<file path="src/rtl/sqm_pkg.sv">
// sqm_pkg: shared types and constants for the PSG (capcom-style) bus writer.
//   state_t  - bus-writer FSM states
//   cmd_t    - queued command payload {register index, data}
//   ADR_*    - bus_adr phase encodings
//   DEF_*    - default timing / depth parameters
package sqm_pkg;

  localparam int unsigned REG_W  = 4;
  localparam int unsigned DATA_W = 8;
  localparam int unsigned CMD_W  = REG_W + DATA_W;

  localparam int unsigned DEF_DEPTH    = 4;
  localparam int unsigned DEF_WR_WIDTH = 2;
  localparam int unsigned DEF_GAP      = 8;

  localparam logic ADR_INDEX = 1'b0;
  localparam logic ADR_DATA  = 1'b1;

  typedef struct packed {
    logic [REG_W-1:0]  idx;
    logic [DATA_W-1:0] data;
  } cmd_t;

  typedef enum logic [2:0] {
    ST_IDLE,
    ST_A_SETUP,
    ST_A_STROBE,
    ST_A_HOLD,
    ST_D_SETUP,
    ST_D_STROBE,
    ST_D_HOLD,
    ST_GAP
  } state_t;

  function automatic int unsigned max_u(input int unsigned a, input int unsigned b);
    return (a > b) ? a : b;
  endfunction

endpackage

</file>
<file path="src/rtl/sqm_cmd_fifo.sv">
// sqm_cmd_fifo: command FIFO, DEPTH entries of cmd_t (12 bits).
//   clk, reset     - clock, async active-high reset (empties the FIFO)
//   push, wdata    - write request and payload (ignored while full)
//   pop, rdata     - read request and head-of-queue payload (ignored while empty)
//   full, empty    - occupancy flags
module sqm_cmd_fifo
  import sqm_pkg::*;
#(
  parameter int unsigned DEPTH = DEF_DEPTH
) (
  input  logic clk,
  input  logic reset,
  input  logic push,
  input  cmd_t wdata,
  input  logic pop,
  output cmd_t rdata,
  output logic full,
  output logic empty
);

  localparam int unsigned AW = (DEPTH > 1) ? $clog2(DEPTH) : 1;
  localparam int unsigned PW = AW + 1;

  cmd_t          mem [DEPTH];
  logic [PW-1:0] wr_ptr;
  logic [PW-1:0] rd_ptr;
  logic          do_push;
  logic          do_pop;

  // Extra pointer bit separates full (wrapped once more) from empty.
  assign full    = (wr_ptr[AW] != rd_ptr[AW]) && (wr_ptr[AW-1:0] == rd_ptr[AW-1:0]);
  assign empty   = (wr_ptr == rd_ptr);
  assign do_push = push && !full;
  assign do_pop  = pop && !empty;
  assign rdata   = mem[rd_ptr[AW-1:0]];

  // Pointer update
  always_ff @(posedge clk or posedge reset) begin
    if (reset) begin
      wr_ptr <= '0;
      rd_ptr <= '0;
    end else begin
      if (do_push) wr_ptr <= wr_ptr + PW'(1);
      if (do_pop)  rd_ptr <= rd_ptr + PW'(1);
    end
  end

  // Storage
  always_ff @(posedge clk) begin
    if (do_push) mem[wr_ptr[AW-1:0]] <= wdata;
  end

endmodule

</file>
<file path="src/rtl/sqm_bus_writer.sv">
// sqm_bus_writer: queues {register, data} commands and replays each one as an
// index write followed by a data write on a PSG-style bus, then idles GAP cycles.
//   clk, reset                      - clock, async active-high reset
//   cmd_valid, cmd_reg, cmd_data    - command input (accepted when cmd_ready)
//   cmd_ready                       - FIFO not full
//   bus_adr, bus_dout               - latch select (index/data) and bus data
//   bus_cs_n, bus_wr_n              - active-low chip select and write strobe
//   busy                            - FIFO non-empty or a command in flight
module sqm_bus_writer
  import sqm_pkg::*;
#(
  parameter int unsigned DEPTH    = DEF_DEPTH,
  parameter int unsigned WR_WIDTH = DEF_WR_WIDTH,
  parameter int unsigned GAP      = DEF_GAP
) (
  input  logic              clk,
  input  logic              reset,
  input  logic              cmd_valid,
  input  logic [REG_W-1:0]  cmd_reg,
  input  logic [DATA_W-1:0] cmd_data,
  output logic              cmd_ready,
  output logic              bus_adr,
  output logic [DATA_W-1:0] bus_dout,
  output logic              bus_cs_n,
  output logic              bus_wr_n,
  output logic              busy
);

  localparam int unsigned CNT_MAX = max_u(max_u(WR_WIDTH, GAP), 1);
  localparam int unsigned CNT_W   = $clog2(CNT_MAX + 1);
  localparam logic [CNT_W-1:0] WR_LAST  = CNT_W'(WR_WIDTH - 1);
  localparam logic [CNT_W-1:0] GAP_LAST = CNT_W'((GAP == 0) ? 0 : GAP - 1);

  state_t           state;
  logic [CNT_W-1:0] cnt;
  cmd_t             cur;
  cmd_t             fifo_head;
  cmd_t             push_cmd;
  logic             fifo_full;
  logic             fifo_empty;
  logic             pop_c;

  assign push_cmd  = {cmd_reg, cmd_data};
  assign cmd_ready = !fifo_full;

  // Pop from IDLE, or straight out of the final idle cycle of a command so
  // back-to-back commands run with no extra IDLE bubble.
  assign pop_c = !fifo_empty &&
                 ((state == ST_IDLE) ||
                  ((state == ST_D_HOLD) && (GAP == 0)) ||
                  ((state == ST_GAP) && (cnt == GAP_LAST)));

  sqm_cmd_fifo #(
    .DEPTH (DEPTH)
  ) u_fifo (
    .clk   (clk),
    .reset (reset),
    .push  (cmd_valid),
    .wdata (push_cmd),
    .pop   (pop_c),
    .rdata (fifo_head),
    .full  (fifo_full),
    .empty (fifo_empty)
  );

  // Bus FSM; outputs are registered from the state held during the cycle, so
  // bus_adr/bus_dout only load while in A_SETUP/D_SETUP.
  always_ff @(posedge clk or posedge reset) begin
    if (reset) begin
      state    <= ST_IDLE;
      cnt      <= '0;
      cur      <= '0;
      bus_adr  <= ADR_INDEX;
      bus_dout <= '0;
      bus_cs_n <= 1'b1;
      bus_wr_n <= 1'b1;
      busy     <= 1'b0;
    end else begin
      busy     <= (state != ST_IDLE) || !fifo_empty;
      bus_cs_n <= 1'b1;
      bus_wr_n <= 1'b1;
      if (pop_c) cur <= fifo_head;
      case (state)
        ST_IDLE: begin
          if (pop_c) state <= ST_A_SETUP;
        end
        ST_A_SETUP: begin
          bus_adr  <= ADR_INDEX;
          bus_dout <= DATA_W'(cur.idx);
          bus_cs_n <= 1'b0;
          cnt      <= '0;
          state    <= ST_A_STROBE;
        end
        ST_A_STROBE: begin
          bus_cs_n <= 1'b0;
          bus_wr_n <= 1'b0;
          if (cnt == WR_LAST) state <= ST_A_HOLD;
          else                cnt   <= cnt + CNT_W'(1);
        end
        ST_A_HOLD: begin
          bus_cs_n <= 1'b0;
          state    <= ST_D_SETUP;
        end
        ST_D_SETUP: begin
          bus_adr  <= ADR_DATA;
          bus_dout <= cur.data;
          bus_cs_n <= 1'b0;
          cnt      <= '0;
          state    <= ST_D_STROBE;
        end
        ST_D_STROBE: begin
          bus_cs_n <= 1'b0;
          bus_wr_n <= 1'b0;
          if (cnt == WR_LAST) state <= ST_D_HOLD;
          else                cnt   <= cnt + CNT_W'(1);
        end
        ST_D_HOLD: begin
          bus_cs_n <= 1'b0;
          cnt      <= '0;
          if (GAP != 0)  state <= ST_GAP;
          else if (pop_c) state <= ST_A_SETUP;
          else            state <= ST_IDLE;
        end
        ST_GAP: begin
          if (cnt == GAP_LAST) state <= pop_c ? ST_A_SETUP : ST_IDLE;
          else                 cnt   <= cnt + CNT_W'(1);
        end
        default: state <= ST_IDLE;
      endcase
    end
  end

endmodule

</file>
<file path="config.mk">
export PLATFORM = sky130hd
export DESIGN_NAME = sqm_bus_writer
export DESIGN_NICKNAME = d
export VERILOG_FILES = /design/src/rtl/sqm_pkg.sv /design/src/rtl/sqm_cmd_fifo.sv /design/src/rtl/sqm_bus_writer.sv
export SDC_FILE = /design/constraint.sdc
export NUM_CORES = 1
export LEC_CHECK = 0
export CAP_MARGIN = 20
export CORE_MARGIN = 2
export CORE_UTILIZATION = 47
export CTS_BUF_LIST = sky130_fd_sc_hd__clkbuf_8
export CTS_CLUSTER_DIAMETER = 80
export DETAILED_ROUTE_END_ITERATION = 7
export GPL_TIMING_DRIVEN = 0
export PLACE_DENSITY = 0.64
export SETUP_SLACK_MARGIN = 0.1
export SLEW_MARGIN = 20
export SYNTH_ARGS = -nofsm -noshare
export SYNTH_HDL_FRONTEND = slang
export SYNTH_SLANG_ARGS = --single-unit
</file>
<file path="constraint.sdc">
create_clock -name clk -period 2.75 [get_ports clk]
set_input_delay 0.275 -clock clk [delete_from_list [all_inputs] [get_ports clk]]
set_output_delay 0.275 -clock clk [all_outputs]
set_load 0.02 [all_outputs]
</file>
==> summary.md <==
| Metric | Value |
|---|---|
| Status | complete, no violations |
| F_max | 475 MHz |
| WP data required | 2480 ps |
| Vias/cell | 5.51 |
| Synth Net Count | 274 |
| DR WL met2 | 3.14 mm |
| #FFs+latches synth | 85 |
| Pre-CTS WS | 649 ps |
| Asr flop ratio synth | 43.5% |
| Final worst setup slack | 645 ps |
| Unrepaired setup endpoints after global routing | no |
| Relative slew slack | 53.0% |
| Routed vias | 2193 |
| Final nets | 313 |
| Root Buffer | clkbuf_8 |
| Post-route cell area | 0.00441 mm^2 |
| Area leader, netlist | edfxtp_1 |
| Setup TNS | 0 ps |
| Post-CTS Setup Repair Bufs | 0 |
| HP Class | primary input to asynchronous set/reset pin |
| Chip Width | 93.8 um |
| Register-to-Register Path Depth | 4 |
| Sequential-to-total area share from yosys stat | 62.5% |
| Largest net degree at the start of global routing | 23 |
| Vias in the first global route | 2199 |
| Worst Path Max Fanout | 5 |
| Synth Flop Type | edfxtp_1 |
| ANT nets after route | 0 |
| Number of synthesized flops with an enable pin | 48 |
| Critical Path Sink Type | output pin |
| Mean Syn Cell Area | 15.0 um^2 |
| Initial antenna violation count | 0 |
| Area after DPL | 0.00422 mm^2 |
| TritonCTS sink count | 85 |
| Synth top area cells | edfxtp_1 (38%), dfrtp_1 (23%), mux4_1 (5.5%) |
| TritonCTS clock tree | yes |
| # hold bufs at CTS | 0 |
| Reg-to-reg endpoint | u_fifo.mem[3][2] |
| Total power | 0.00475 W |
| Share of layout cells above drive strength 1 | 17.2% |
| Area share of the largest cell type after synthesis | 38.0% |
| Crit Path Class | flop to output pin |
| Mapped Cells | 252 |
| DR WL met3 | 255 um |
| Post-Route WL | 6.58 mm |
| PwrDens | 1080 mW/mm^2 |
| Routed WL per cell | 16.5 um |
| H-tree levels | 3 |
| CTS resizes | 0 |
| Synth Cell Area | 0.00379 mm^2 |
| Final Hold Violating Endpoints | 0 |
| Drt pass-1 iters | 4 |
| R2R Path Start | u_fifo.rd_ptr[0] |
| Initial core utilization | 48.8% |
| Clock Skews | 7.44 ps |
| VDD IR max | 358 uV |
| Num rows | 32 |
| # DRC | 0 |
| Post-DP HPWL | 4.57 mm |
| Core Region | 0.00777 mm^2 |
| First-pass GRT wire length | 10.9 mm |
| Synthesis Warnings | 0 |
| Die height | 93.8 um |
| CTS max path bufs | 2 |
| WP data arrival | 1830 ps |
| Count of different cell masters after synthesis | 50 |
| Endpoints failing setup | 0 |
| Slew Limit Fails | 0 |
| Top Layer Used | met4 |
| GPL Wtd Cong | 0.826 |
| Final Critical Period | 2110 ps |
| CTS buffer count | 9 |
| PortBufs | 27 |
| Die footprint | 0.00880 mm^2 |
| Diode count | 0 |
| CP Launch Type | flop |
| I/O pin total | 28 |
| Leakage | 1.66 nW |
| Worst-skew pair later-pin latency | 350 ps |
| GRT Overall Usage | 16.5% |
| Slew @ Worst Pin | 705 ps |
| DR iter-0 viols | 81 |
| R2r setup slk | 670 ps |
| Total congestion overflow | 0 |
| Metal1 wirelength | 3.04 mm |
| Area Growth Syn to Fin | 16.2% |
| Clock transition at path regs | 90 ps |
| Max Cap Violations | 0 |
| Crit share post-route | 76.6% |
-- registers in the layout, indices dropped and copies added, names as in the netlist, 3 cells and up --
signal / flops
u_fifo.rd_ptr: 3
u_fifo.wr_ptr: 3
state: 3
cnt: 4
bus_dout: 8
cur: 12
u_fifo.mem: 48
-- metal layers --
layer  GRT usage, %  vias to the layer above
met5              0                        -
met4           8.21                        0
met2           27.1                       52
li1               -                     1046
met1           21.1                     1081
met3           3.05                       14
-- through the flow --
step	instances	hold slack [ps]	utilization [%]
2_1_floorplan	252	374	-
3_3_place_gp	381	483	53.9
3_5_place_dp	382	490	54.3
4_1_cts	398	217	56.7
5_1_grt	398	251	56.7
6_report	398	216	56.7
-- where the power goes --
part / internal, W / switching (W) / leakage [nW]
Combinational: 0.000918 / 0.000930 / 0.705
Clock: 0.000348 / 0.000485 / 0.0903
Sequential: 0.00179 / 0.000283 / 0.867
-- worst max-delay path by stage --
stage                                 from  slack (ps)  cells after the start               end
after floorplan           u_fifo.rd_ptr[0]        1000                      4  u_fifo.mem[3][0]
after global placement           cmd_valid         630                      4  u_fifo.mem[3][8]
after detailed placement         cmd_valid         650                      4  u_fifo.mem[3][6]
after CTS                 u_fifo.rd_ptr[0]         620                      4         cmd_ready
after global routing      u_fifo.rd_ptr[0]         560                      4         cmd_ready
final                     u_fifo.rd_ptr[0]         640                      4         cmd_ready
-- area by class of cell --
class                   instances  area [um^2]
repair buffers                 28          298
plain buffers                  12         72.6
flip-flops and latches         85         2370
well taps                     102          128
inverters                       8         30.0
clock buffers                   9          124
multi-input cells             147         1320
fillers                       623         3360
clock inverters                 7         63.8
-- worst max-delay path: stages (launching register included) --
cell	delay, ps
dfrtp_1	400
buf_6	140
xnor2_2	260
nand3_1	110
clkdlybuf4s50_1	560
-- cell usage after synthesis (2+ instances only) --
| library cell | number |
|---|---|
| xnor2_2 | 2 |
| o21ai_0 | 7 |
| o22ai_1 | 5 |
| a31oi_1 | 2 |
| edfxtp_1 | 48 |
| buf_1 | 2 |
| clkbuf_1 | 3 |
| mux2_1 | 3 |
| mux2_2 | 3 |
| a21boi_0 | 2 |
| xnor2_1 | 4 |
| buf_6 | 3 |
| dfrtp_1 | 35 |
| and2_1 | 5 |
| ha_1 | 7 |
| mux4_2 | 4 |
| a211oi_1 | 2 |
| or3_1 | 5 |
| nor2_1 | 16 |
| inv_1 | 8 |
| a21oi_1 | 12 |
| mux2_4 | 9 |
| mux4_1 | 8 |
| o211ai_1 | 3 |
| nand3_1 | 5 |
| xor2_1 | 3 |
| buf_2 | 4 |
| or3b_1 | 2 |
| dfstp_2 | 2 |
| a22o_1 | 8 |
| nand2_1 | 11 |
-- logic make-up (layout without fill, tap and decap cells) --
| group | Yosys count | count (layout) | synth area share, % |
|---|---|---|---|
| adder cells (fa/ha/maj) | 7 | 7 | 2.31 |
| AND/OR/NAND/NOR | 54 | 54 | 7.52 |
| flip-flops | 85 | 85 | 62.5 |
| multiplexers | 28 | 28 | 13.5 |
| AO/OA/AOI/OAI | 49 | 49 | 8.97 |
| buffers and inverters | 20 | 64 | 2.71 |
| XOR/XNOR | 9 | 9 | 2.47 |
-- cell usage in the layout (no fill, tap or decap), drive strengths merged, types with 10 or more instances in the layout --
master,Yosys,final
clkbuf,3,12
mux4,12,12
nor2,17,17
inv,8,12
nand2,11,11
dfrtp,35,35
buf,9,10
edfxtp,48,48
mux2,15,15
clkdlybuf4s50,0,27
a21oi,13,13
Power figures use the tool's default switching activity.
